<file path="src/rtl/ct_lsu_dirty_walk_pkg.sv">
// Shared types and dirty-array layout for the dcache dirty walker.
// Bits 6:2 of a dirty-array entry are owned by other agents and never written here.
package ct_lsu_dirty_walk_pkg;

   localparam int unsigned DIRTY_W = 7;
   localparam int unsigned DIRTY_WAY_BIT [2] = '{0, 1};

   typedef enum logic [2:0] {
      IDLE,
      RD,
      CAP,
      WB,
      CLR,
      NEXT
   } walk_state_e;

   function automatic logic [1:0] way_bits(input logic [DIRTY_W-1:0] d);
      return {d[DIRTY_WAY_BIT[1]], d[DIRTY_WAY_BIT[0]]};
   endfunction

   // Active-low per-bit write enable covering only the given ways.
   function automatic logic [DIRTY_W-1:0] wen_mask(input logic [1:0] ways);
      logic [DIRTY_W-1:0] m;
      m = '1;
      for (int w = 0; w < 2; w++) begin
         if (ways[w]) m[DIRTY_WAY_BIT[w]] = 1'b0;
      end
      return m;
   endfunction

endpackage

</file>
<file path="src/rtl/ct_lsu_dirty_walk_wbsel.sv">
// Per-index 2-way bookkeeping: pending writebacks, written-back ways, store-race keep bits,
// and way0-first selection of the next writeback.
module ct_lsu_dirty_walk_wbsel
   import ct_lsu_dirty_walk_pkg::*;
(
   input  logic       clk,
   input  logic       rst,
   input  logic       start,
   input  logic       load,
   input  logic [1:0] load_pend,
   input  logic       set_hit,
   input  logic       set_way,
   input  logic       accept,
   output logic       sel_way,
   output logic       pend_left,
   output logic [1:0] clr_ways
);

   logic [1:0] pend;
   logic [1:0] wbd;
   logic [1:0] keep;
   logic [1:0] acc_oh;
   logic [1:0] set_oh;

   assign sel_way   = ~pend[0];
   assign acc_oh    = accept ? (sel_way ? 2'b10 : 2'b01) : 2'b00;
   assign set_oh    = set_hit ? (set_way ? 2'b10 : 2'b01) : 2'b00;
   assign pend_left = |(pend & ~acc_oh);
   // Same-cycle store sets are folded in so a set racing the clear grant is honoured.
   assign clr_ways  = wbd & ~(keep | set_oh);

   always_ff @(posedge clk or posedge rst) begin
      if (rst) begin
         pend <= 2'b00;
         wbd  <= 2'b00;
         keep <= 2'b00;
      end else if (start) begin
         pend <= 2'b00;
         wbd  <= 2'b00;
         keep <= 2'b00;
      end else begin
         pend <= load ? load_pend : (pend & ~acc_oh);
         wbd  <= wbd | acc_oh;
         keep <= keep | set_oh;
      end
   end

endmodule

</file>
<file path="src/rtl/ct_lsu_dcache_dirty_walker.sv">
// Sweeps the dcache dirty array, issues writebacks for dirty ways and optionally clears them.
// Optional writeback counter output enabled by CT_LSU_DIRTY_WALK_PERF_EN.
module ct_lsu_dcache_dirty_walker
   import ct_lsu_dirty_walk_pkg::*;
#(
   parameter int unsigned IDX_W    = 9,
   parameter int unsigned LAST_IDX = 511
) (
   input  logic               forever_cpuclk,
   input  logic               cpurst,
   input  logic               walk_req,
   input  logic               walk_clr,
   output logic               walk_busy,
   output logic               walk_done,
   output logic               walk_arb_req,
   input  logic               walk_arb_grnt,
   output logic               dirty_gateclk_en,
   output logic               dirty_sel_b,
   output logic               dirty_gwen_b,
   output logic [IDX_W-1:0]   dirty_idx,
   output logic [DIRTY_W-1:0] dirty_din,
   output logic [DIRTY_W-1:0] dirty_wen_b,
   input  logic [DIRTY_W-1:0] dirty_dout,
   input  logic               dirty_set_vld,
   input  logic [IDX_W-1:0]   dirty_set_idx,
   input  logic               dirty_set_way,
   output logic               wb_req_vld,
   output logic [IDX_W-1:0]   wb_req_idx,
   output logic               wb_req_way,
   input  logic               wb_req_rdy
`ifdef CT_LSU_DIRTY_WALK_PERF_EN
   ,
   output logic [IDX_W+1:0]   walk_wb_cnt
`endif
);

   walk_state_e        state;
   logic [IDX_W-1:0]   cur_idx;
   logic               clr_mode;
   logic [DIRTY_W-1:0] dirty_q;
   logic               busy_q;
   logic               done_q;
   logic               sel_way;
   logic               pend_left;
   logic [1:0]         clr_ways;
   logic               last_idx;
   logic               wb_hs;
   logic               set_hit;
   logic               clr_need;
   logic               rd_go;
   logic               clr_go;
   logic               unused_dirty_q;

   assign last_idx = (cur_idx == IDX_W'(LAST_IDX));
   assign wb_hs    = (state == WB) && wb_req_rdy;
   assign set_hit  = dirty_set_vld && (dirty_set_idx == cur_idx) &&
                     ((state == CAP) || (state == WB) || (state == CLR));
   // No arbitration is requested when every written-back way was re-dirtied by a store.
   assign clr_need = (state == CLR) && (|clr_ways);
   assign rd_go    = (state == RD) && walk_arb_grnt;
   assign clr_go   = clr_need && walk_arb_grnt;

   assign walk_busy        = busy_q;
   assign walk_done        = done_q;
   assign walk_arb_req     = (state == RD) || clr_need;
   assign dirty_sel_b      = ~(rd_go | clr_go);
   assign dirty_gateclk_en = rd_go | clr_go;
   assign dirty_gwen_b     = ~clr_go;
   assign dirty_idx        = (rd_go | clr_go) ? cur_idx : '0;
   assign dirty_din        = '0;
   assign dirty_wen_b      = clr_go ? wen_mask(clr_ways) : '1;
   assign wb_req_vld       = (state == WB);
   assign wb_req_idx       = cur_idx;
   assign wb_req_way       = sel_way;
   assign unused_dirty_q   = ^dirty_q;

   ct_lsu_dirty_walk_wbsel u_wbsel (
      .clk       (forever_cpuclk),
      .rst       (cpurst),
      .start     (state == RD),
      .load      (state == CAP),
      .load_pend (way_bits(dirty_dout)),
      .set_hit   (set_hit),
      .set_way   (dirty_set_way),
      .accept    (wb_hs),
      .sel_way   (sel_way),
      .pend_left (pend_left),
      .clr_ways  (clr_ways)
   );

   always_ff @(posedge forever_cpuclk or posedge cpurst) begin
      if (cpurst) begin
         state    <= IDLE;
         cur_idx  <= '0;
         clr_mode <= 1'b0;
         dirty_q  <= '0;
         busy_q   <= 1'b0;
         done_q   <= 1'b0;
      end else begin
         done_q <= 1'b0;
         unique case (state)
            IDLE: begin
               if (walk_req) begin
                  clr_mode <= walk_clr;
                  cur_idx  <= '0;
                  busy_q   <= 1'b1;
                  state    <= RD;
               end
            end
            RD: begin
               if (walk_arb_grnt) state <= CAP;
            end
            CAP: begin
               dirty_q <= dirty_dout;
               // Clean indices skip the writeback phase entirely.
               state   <= (|way_bits(dirty_dout)) ? WB : NEXT;
            end
            WB: begin
               if (wb_hs && !pend_left) state <= clr_mode ? CLR : NEXT;
            end
            CLR: begin
               if (!clr_need || walk_arb_grnt) state <= NEXT;
            end
            NEXT: begin
               if (last_idx) begin
                  done_q <= 1'b1;
                  busy_q <= 1'b0;
                  state  <= IDLE;
               end else begin
                  cur_idx <= cur_idx + IDX_W'(1);
                  state   <= RD;
               end
            end
            default: state <= IDLE;
         endcase
      end
   end

`ifdef CT_LSU_DIRTY_WALK_PERF_EN
   logic [IDX_W+1:0] wb_cnt;

   always_ff @(posedge forever_cpuclk or posedge cpurst) begin
      if (cpurst) begin
         wb_cnt <= '0;
      end else if ((state == IDLE) && walk_req) begin
         wb_cnt <= '0;
      end else if (wb_hs && (wb_cnt != '1)) begin
         wb_cnt <= wb_cnt + 1'b1;
      end
   end

   assign walk_wb_cnt = wb_cnt;
`endif

endmodule

</file>
<file path="config.mk">
export PLATFORM = sky130hd
export DESIGN_NAME = ct_lsu_dcache_dirty_walker
export DESIGN_NICKNAME = d
export VERILOG_FILES = /design/src/rtl/ct_lsu_dirty_walk_pkg.sv /design/src/rtl/ct_lsu_dirty_walk_wbsel.sv /design/src/rtl/ct_lsu_dcache_dirty_walker.sv
export SDC_FILE = /design/constraint.sdc
export NUM_CORES = 1
export LEC_CHECK = 0
export BUFFER_PORTS_ARGS = -buffer_cell sky130_fd_sc_hd__buf_2
export CAP_MARGIN = 20
export CORE_MARGIN = 8
export CORE_UTILIZATION = 42
export CTS_CLUSTER_DIAMETER = 60
export DETAILED_ROUTE_END_ITERATION = 6
export PLACE_DENSITY_LB_ADDON = 0.1
export SETUP_SLACK_MARGIN = 0.2
export SYNTH_ARGS = -nofsm -noshare
export SYNTH_HDL_FRONTEND = slang
export SYNTH_HIERARCHICAL = 1
export SYNTH_SLANG_ARGS = --single-unit
</file>
<file path="constraint.sdc">
create_clock -name forever_cpuclk -period 2.9 [get_ports forever_cpuclk]
set_clock_uncertainty 0.05 [all_clocks]
set_input_delay 0.58 -clock forever_cpuclk [delete_from_list [all_inputs] [get_ports forever_cpuclk]]
set_output_delay 0.58 -clock forever_cpuclk [all_outputs]
set_load 0.01 [all_outputs]
</file>
**After elaboration in Yosys (flattened, before gate mapping)**

Cells that the tools add are included.

- Register bits: 21
- Input bits: 24
- Logic and storage cells: 82

- Add/subtract/negate cells: 1
- Equality and inequality tests: 13
- Mux-type cells: 28
- Bitwise gates (word level): 10
- Reduce and logical (&&, ||, !) cells: 22

Operators by type and width:

| kind | number |
|---|---|
| $mux W9 | 3 |
| $mux W2 | 9 |
| $pmux W3 S6 | 1 |
| $pmux W9 S2 | 1 |
| $mux W3 | 5 |
| $add A9 B1 Y9 const B | 1 |
| $eq A9 B9 Y1 | 1 |
| $eq A9 B9 Y1 const B | 1 |
| $mux W1 | 8 |
| $ne A2 B2 Y1 const B | 4 |
| $logic_and A1 B1 Y1 | 7 |
| $eq A3 B2 Y1 const B | 2 |
| $eq A3 B3 Y1 const B | 2 |
| $reduce_and A3 Y1 | 2 |
| $reduce_or A2 Y1 | 3 |
| $and A2 B2 Y2 | 2 |
| $logic_or A1 B1 Y1 | 4 |
| $ne A2 B1 Y1 const B | 2 |
| $not A2 Y2 | 2 |
| $or A2 B2 Y2 | 2 |
| $reduce_and A4 Y1 | 1 |
| $eq A3 B1 Y1 const B | 1 |
| $logic_not A3 Y1 | 1 |
| $not A1 Y1 | 3 |
| other kinds (5) | 6 |

**Longest topological paths before layout**

Gate-level depths: netlist (run 1).

- Depth after elaboration: 14
- Depth in mapped cells: 11
- Mapped depth without buffers: 10

**Cells and area by module**

Netlist (run 1), hierarchy kept.

By module, submodules not included:

| module | times used | cells each | area an instance (um^2) | sequential area each (um^2) |
|---|---|---|---|---|
| ct_lsu_dcache_dirty_walker | 1 | 144 | 1188.6 | 375.4 |
| ct_lsu_dirty_walk_wbsel | 1 | 28 | 265.3 | 150.1 |

**Least setup slack after synthesis (run 1)**

OpenSTA, ideal clock, no wires.

- Kind: flip-flop to output port
- Start point: reg state[0]
- End point: out dirty_idx[0]
- Arrival: 2.179 ns
- Required time: 2.270 ns
- Path slack: 0.091 ns
- Stages on the path, launching flop included: 10
- Buffers on the path: 0
- Cells stage by stage: dfrtp_1 nor3b_2 o211ai_1 nor3_1 a21oi_1 and2_1 or2_1 a21oi_1 nor3_2 and2_1

- Longest elaborated chain between the ends: 13
- Elaborated cells on any way between the ends: 17

Ends and longest elaborated chain:

| item | RTL line | source |
|---|---|---|
| start: declaration | ct_lsu_dcache_dirty_walker.sv:37 | `walk_state_e state;` |
| start signal: assignment | ct_lsu_dcache_dirty_walker.sv:116 | `state <= (\|way_bits(dirty_dout)) ? WB : NEXT;` |
| start signal: assignment | ct_lsu_dcache_dirty_walker.sv:119 | `if (wb_hs && !pend_left) state <= clr_mode ? CLR : NEXT;` |
| $eq A3 B2 Y1, on equally long branches | n/a |  |
| $logic_or A1 B1 Y1 | ct_lsu_dcache_dirty_walker.sv:57 | `((state == CAP) \|\| (state == WB) \|\| (state == CLR));` |
| $logic_or A1 B1 Y1 (*) | ct_lsu_dcache_dirty_walker.sv:57 |  |
| $logic_and A1 B1 Y1 (*) | ct_lsu_dcache_dirty_walker.sv:56 | `assign set_hit = dirty_set_vld && (dirty_set_idx == cur_idx) &&` |
| net set_hit | ct_lsu_dcache_dirty_walker.sv:48 | `logic set_hit;` |
| $mux W2 (*) | ct_lsu_dirty_walk_wbsel.sv:27 | `assign set_oh = set_hit ? (set_way ? 2'b10 : 2'b01) : 2'b00;` |
| $or A2 B2 Y2 (*) | ct_lsu_dirty_walk_wbsel.sv:30 | `assign clr_ways = wbd & ~(keep \| set_oh);` |
| $not A2 Y2 (*) | ct_lsu_dirty_walk_wbsel.sv:30 |  |
| $and A2 B2 Y2 (*) | ct_lsu_dirty_walk_wbsel.sv:30 |  |
| net clr_ways[1] | ct_lsu_dcache_dirty_walker.sv:45 | `logic [1:0] clr_ways;` |
| $reduce_or A2 Y1 (*) | ct_lsu_dcache_dirty_walker.sv:59 | `assign clr_need = (state == CLR) && (\|clr_ways);` |
| $logic_and A1 B1 Y1 (*) | ct_lsu_dcache_dirty_walker.sv:59 |  |
| $logic_and A1 B1 Y1 (*) | ct_lsu_dcache_dirty_walker.sv:61 | `assign clr_go = clr_need && walk_arb_grnt;` |
| $or A1 B1 Y1 (*) | n/a |  |
| net dirty_gateclk_en | ct_lsu_dcache_dirty_walker.sv:17 | `output logic dirty_gateclk_en,` |
| $mux W9 (*) | ct_lsu_dcache_dirty_walker.sv:69 | `assign dirty_idx = (rd_go \| clr_go) ? cur_idx : '0;` |
| end: declaration | ct_lsu_dcache_dirty_walker.sv:20 | `output logic [IDX_W-1:0] dirty_idx,` |

The timed path passes the listed nets; every way through them passes the cells marked *.

**Worst setup path in the final report (run 1)**

- Start point: reg cur_idx[2] (netlist: wb_req_idx[2])
- End point: out dirty_idx[2]

- Longest elaborated chain between the ends: 12

Ends and longest elaborated chain:

| item | RTL line | source |
|---|---|---|
| start: declaration | ct_lsu_dcache_dirty_walker.sv:38 | `logic [IDX_W-1:0] cur_idx;` |
| start signal: assignment | ct_lsu_dcache_dirty_walker.sv:130 | `cur_idx <= cur_idx + IDX_W'(1);` |
| $eq A9 B9 Y1 | ct_lsu_dcache_dirty_walker.sv:56 |  |
| $logic_and A1 B1 Y1 (2 in a row) | ct_lsu_dcache_dirty_walker.sv:56 |  |
| net set_hit | ct_lsu_dcache_dirty_walker.sv:48 |  |
| $mux W2 | ct_lsu_dirty_walk_wbsel.sv:27 |  |
| $or A2 B2 Y2 | ct_lsu_dirty_walk_wbsel.sv:30 |  |
| $not A2 Y2 | ct_lsu_dirty_walk_wbsel.sv:30 |  |
| $and A2 B2 Y2 | ct_lsu_dirty_walk_wbsel.sv:30 |  |
| net clr_ways[1] | ct_lsu_dcache_dirty_walker.sv:45 |  |
| $reduce_or A2 Y1 | ct_lsu_dcache_dirty_walker.sv:59 |  |
| $logic_and A1 B1 Y1 | ct_lsu_dcache_dirty_walker.sv:59 |  |
| $logic_and A1 B1 Y1 | ct_lsu_dcache_dirty_walker.sv:61 |  |
| $or A1 B1 Y1 | ct_lsu_dcache_dirty_walker.sv:69 |  |
| $mux W9 | ct_lsu_dcache_dirty_walker.sv:69 |  |

The timed path passes the listed nets, and every way through them passes these cells.

==> results of run 1 <==
==> path summary, 6_finish.rpt <==
path,start,end,slack (ns)
max in group asynchronous,cpurst,state[1]$_DFFE_PP0P_,2.07
max,wb_req_idx[2]$_DFFE_PP0P_,dirty_idx[2],-0.21
min,cpurst,u_wbsel/wbd[0]$_DFF_PP0_,0.1
min in group forever_cpuclk,walk_clr,clr_mode$_DFFE_PP0P_,0.42
max reg2reg,wb_req_idx[2]$_DFFE_PP0P_,state[0]$_DFFE_PP0P_,0.21
min reg2reg,clr_mode$_DFFE_PP0P_,clr_mode$_DFFE_PP0P_,0.46
==> cell type report <==
class                           count  area [um^2]
Fill cell                         298         1242
Inverter                           16        60.06
Timing Repair Buffer               75        509.2
Tap cell                           46        57.56
Clock buffer                        3        22.52
Multi-Input combinational cell    129        913.4
Clock inverter                      1        5.005
Sequential cell                    21        526.8
==> critical path: stages (launching register included) <==
cell and delay (ns):
dfrtp_1 0.42, xnor2_1 0.16, nand4_1 0.15, nor3_2 0.22
buf_4 0.17, a21oi_4 0.05, and2_4 0.13, or2_4 0.26
a21oi_4 0.16, nor3_4 0.06, buf_6 0.13, and2_4 0.13
buf_6 0.11
==> stage by stage <==
step	total power [mW]	utilization, %
finish	1.300	62.77
global route	1.398	62.77
floorplan	0.7996	-
detailed placement	1.020	55.04
global placement	1.002	55.04
CTS	1.240	59.24
==> layout by cell type (no fill, tap or decap), drive strengths merged, types with 2 or more instances in the layout <==
master / instances
clkbuf: 3
conb: 12
nor2b: 2
nor3b: 4
nand4: 3
ha: 2
and3b: 2
nand2: 6
nor3: 5
buf: 75
o21ai: 9
a21oi: 16
inv: 16
o22ai: 2
or4: 2
and2: 12
o211ai: 2
dfrtp: 21
nor4: 2
nand2b: 3
or2: 2
o31ai: 2
xnor2: 9
nand3: 6
or3: 4
nor2: 11
==> what timing repair did <==
item / 4_1_cts / 5_1_grt
pin swaps: 17 / 9
gates resized for setup: 16 / 21
buffers inserted: 5 / 3
endpoints found under the setup margin: 16 / 22
==> kinds of logic after synthesis <==
logic type / synth area share (%)
simple gates: 27.63
compound gates: 15.32
buf+inv: 11.70
flops: 36.14
xor+xnor: 5.422
fa+ha+maj: 2.495
other cells: 0.5165
mux: 0.7745
==> state kept, by name, indices dropped and copies added (netlist names) <==
register and cells:
state 3, wb_req_idx 9, walk_busy 1, u_wbsel/wbd 2
walk_done 1, u_wbsel/pend 2, u_wbsel/keep 2, clr_mode 1
==> metal layers <==
| metal | wire length (um) | global-route usage (%) |
|---|---|---|
| met1 | 1678 | 16.03 |
| met2 | 2134 | 27.06 |
| met3 | 343 | 2.663 |
| met4 | 45 | 6.522 |
| met5 | 0 | 0 |
==> power groups by stage <==
stage / logic [mW] / registers (mW) / clock network (mW)
after floorplan: 0.406 / 0.394 / 0
after global placement: 0.615 / 0.387 / 0
after detailed placement: 0.631 / 0.389 / 0
after CTS: 0.696 / 0.383 / 0.161
after global routing: 0.838 / 0.389 / 0.170
final: 0.763 / 0.384 / 0.153
==> qor.csv, run 1 <==
metric,value,unit
post_drt_wl_per_cell,14.44,um
synthArstFlopShare,100.0,%
gr-total-overflow,0,
drt_iter0_drc,35,
power_frac_seq,29.5,%
period_needed,3.115,ns
clockRootBuffer,clkbuf_4,
synth_seq_area_share,36.14,%
switching_power,541.7,uW
h-tree-depth,1,
gp_congestion,0.7921,
path_clk_slew,0.13,ns
slew_headroom,57.23,%
num_antenna_cells,0,
postRouteAntennaNets,0,
clock_sinks,21,
die_h,74.84,um
first_global_vias,1406,
io_buffers,46,
post-route-period-util,107.4,%
crit_arrival,2.48,ns
dp.cells,279,
yosys.area.top_type,dfrtp_1,
p_int,757.9,uW
max_freq,0.3211,GHz
num-nets-final,272,
io_pins,64,
endpoint_kind,primary output,
ctsHoldBuffers,0,
critPathMaxFanout,7,
syn_area,0.001454,mm^2
final_cell_area,0.002095,mm^2
vdd_drop_max,0.0003659,V
powerDensity,620.5,mW/mm^2
cts_buffer_depth,2,
critPathLaunchType,flop,
critPathKind,flop to primary output,
clk_latency,0.32,ns
core,0.003337,mm^2
leakage,1.022,nW
required,2.27,ns
dp_slack,-0.2302,ns
cts_buffers,3,
place_hpwl,3228,um
final_layout_size_suffix_gt1_share,44.49,%
violations,negative setup slack,
ys_top_cells_by_count,"21 x dfrtp_1, 16 x a21oi_1, 14 x inv_1",
setup_ws,-0.2145,ns
dr.pass1.iters,4,
drc,0,
row_count,21,
start_util,43.57,%
grt_first_pass_wirelength,6389,um
status,finished with violations,
yosysMostFrequentCell,dfrtp_1,
postSynthCellCount,172,
timing.final.max_slew_violations,0,
grt_max_degree,16,
syn_to_final_growth,44.06,%
setup_viol,13,
rsz0062_at_grt,yes,
holdWs,0.09846,ns
dpl-instance-area,0.001837,mm^2
finalSetupTns,-2.206,ns
ys_warn_count,6,
routed_wl,4202,um
ys.flop_type,dfrtp_1,
dieArea,0.005600,mm^2
final_cells,291,
maxCapViolations,0,
syn_avg_cell_area,8.453,um^2
switching_share,41.68,%
antenna_found_initial,0,
synth_edf_count,0,
vias,1446,
grt_use_total,14.79,%
ys_ff_latch,21,
yosys.area.top_type_share,36.14,%
tightest_slew,0.6408,ns
die_w,74.84,um
reg2regPathDepth,12,
timing_hold_violations_final,0,
clock_power_share,11.8,%
synth_cell_types,44,
yosys-top-cells-area,"dfrtp_1 36%, buf_4 6.2%, a21oi_1 5.5%",
viasPerCell,4.969,
cts_tree,done,
hold_path_class,input pin to asynchronous set/reset pin,
power_frac_comb,58.7,%
Power figures use the tool's default switching activity.
==> run 2: changes to the inputs <==
BUFFER_PORTS_ARGS = -buffer_cell sky130_fd_sc_hd__clkbuf_2   (was -buffer_cell sky130_fd_sc_hd__buf_2)
==> run 2 against run 1 <==
  * The run still ends with negative setup slack left
  * Die area stayed put
  * Via count increased by 3.5%
  * Flip-flop and latch count stayed put
  * Sequential power is essentially flat
  * Combinational power increased by 5.1%
  * Largest cell class unchanged
  * Highest routed layer unchanged
==> qor.csv, run 2 (same netlist as run 1, synthesis figures left out) <==
metric,value,unit
endpoint,dirty_idx[0],
vias,1497,
grt_max_degree,16,
clk_latency,0.31,ns
gr-total-overflow,0,
start_util,43.57,%
row_count,21,
layout_commonest_cell,clkbuf_2,
rsz0062_at_grt,yes,
critPathLaunch,wb_req_idx[5]$_DFFE_PP0P_,
maxCapViolations,0,
holdWs,0.1009,ns
viasPerCell,5.057,
post-route-period-util,108.4,%
cts_buffer_depth,2,
p_total,1.339,mW
dpl-instance-area,0.001844,mm^2
io_pins,64,
dieArea,0.005600,mm^2
critPathKind,flop to primary output,
slowest_delay,0.43,ns
crit_arrival,2.51,ns
post_drt_wl_per_cell,14.75,um
postRouteAntennaNets,0,
max_freq,0.3180,GHz
syn_to_final_growth,48.62,%
vdd_drop_max,0.0004639,V
critPathLaunchType,flop,
clockRootBuffer,clkbuf_4,
drt_iter0_drc,92,
r2r_start,wb_req_idx[5]$_DFFE_PP0P_,
dp.cells,280,
cts_tree,done,
leakage,1.048,nW
endpoint_kind,primary output,
r2r_end,state[0]$_DFFE_PP0P_,
largest_register_ff_count,9,
num_antenna_cells,0,
reg2regPathDepth,12,
setup_viol,13,
crit_chain,xnor2_2 -> nand4_1 -> nor3_2 -> buf_4 -> a21oi_4 -> and2_4 -> or2_4 -> a21oi_4 -> nor3_4 -> buf_6 -> and2_4 -> buf_8,
final_core_util,64.75,%
final_layout_size_suffix_gt1_share,46.40,%
dp_slack,-0.2258,ns
powerDensity,619.9,mW/mm^2
cp_slowest_cell,dfrtp_1,
period_needed,3.145,ns
place_hpwl,3315,um
grt_use_total,15.49,%
critical_path.top_delay_family,simple AND/OR/NAND/NOR gates,
first_global_vias,1569,
drc,0,
core,0.003337,mm^2
hold_path_class,input pin to asynchronous set/reset pin,
status,finished with violations,
ff_latch_area,526.8,um^2
num-nets-final,277,
final_cells,296,
antenna_found_initial,0,
critPathMaxFanout,5,
cts_buffers,3,
violations,negative setup slack,
required,2.27,ns
gp_congestion,0.8044,
final_cell_area,0.002161,mm^2
worstSetupPathDepth,12,
die_w,74.84,um
fillers,281,
finalSetupTns,-2.518,ns
dr.pass1.iters,4,
timing.final.max_slew_violations,0,
multiInputGateArea,924.6,um^2
slew_headroom,57.01,%
setup_ws,-0.2447,ns
die_h,74.84,um
timing_hold_violations_final,0,
tightest_slew,0.6441,ns
layout.cells.most_common_list,"37 x clkbuf_2, 29 x buf_4, 20 x dfrtp_1",
clock_sinks,21,
cp.buffers_inverters,3,
path_clk_slew,0.13,ns
io_buffers,46,
grt_first_pass_wirelength,6831,um
h-tree-depth,1,
routed_wl,4366,um
r2r_slack,0.21,ns
-- run 2: cell count changes in the layout (fill, tap and decap cells not counted), moves of 2 or more --
cell      change
xnor2_2       +2
buf_2        -37
clkbuf_2     +37
buf_4         +3
buf_8         +2
xnor2_1       -2
-- run 2: layout make-up --
class | count | share of cell area [%]
multi-input cells | 129 | 42.79
repair buffers | 80 | 26.00
flip-flops and latches | 21 | 24.38
inverters | 16 | 2.779
well taps | 46 | 2.664
clock buffers | 3 | 1.042
clock inverters | 1 | 0.3474
-- run 2: how the worst min path moves through the flow --
stage                                          from  depth (start not counted)                        end
after global placement    u_wbsel/keep[0]$_DFF_PP0_                          2  u_wbsel/keep[0]$_DFF_PP0_
after global routing                         cpurst                          2   u_wbsel/wbd[1]$_DFF_PP0_
final                                        cpurst                          2  u_wbsel/keep[1]$_DFF_PP0_
after detailed placement  u_wbsel/keep[1]$_DFF_PP0_                          2  u_wbsel/keep[1]$_DFF_PP0_
after floorplan                              cpurst                          1  u_wbsel/keep[0]$_DFF_PP0_
after CTS                                    cpurst                          2  u_wbsel/keep[1]$_DFF_PP0_
-- run 2: report_power, final --
group	internal, mW	switching [mW]	total, mW	leakage [nW]
Clock	0.0525	0.0999	0.152	0.0139
Sequential	0.342	0.0436	0.385	0.278
Combinational	0.390	0.412	0.802	0.756
Total	0.784	0.555	1.34	1.05
-- run 2: repair_timing --
item                       in CTS  in global routing
resized for setup              21                 28
cloned                          1                  0
pin swaps                      19                  9
setup endpoints to repair      16                 22
hold buffers                    0                  0
buffers inserted                8                  3
-- run 2: routing by layer --
layer / global-route usage, % / routed length (um) / vias up / share of wire [%]
met5: 0 / 0 / - / 0
met2: 27.74 / 2219 / 60 / 51
li1: - / - / 725 / -
met3: 2.663 / 301 / 8 / 6.9
met4: 6.522 / 88 / 0 / 2.0
met1: 17.48 / 1757 / 704 / 40
-- run 2: worst reg2reg max path, delay by kind of cell, from the launching register on --
family                    cells  cell delay (ns)
AOI/OAI and AO/OA             3             0.63
xor gates and xnor gates      1             0.15
buffers and inverters         3             0.42
DFF                           1             0.43
and+or+nand+nor               5             0.94
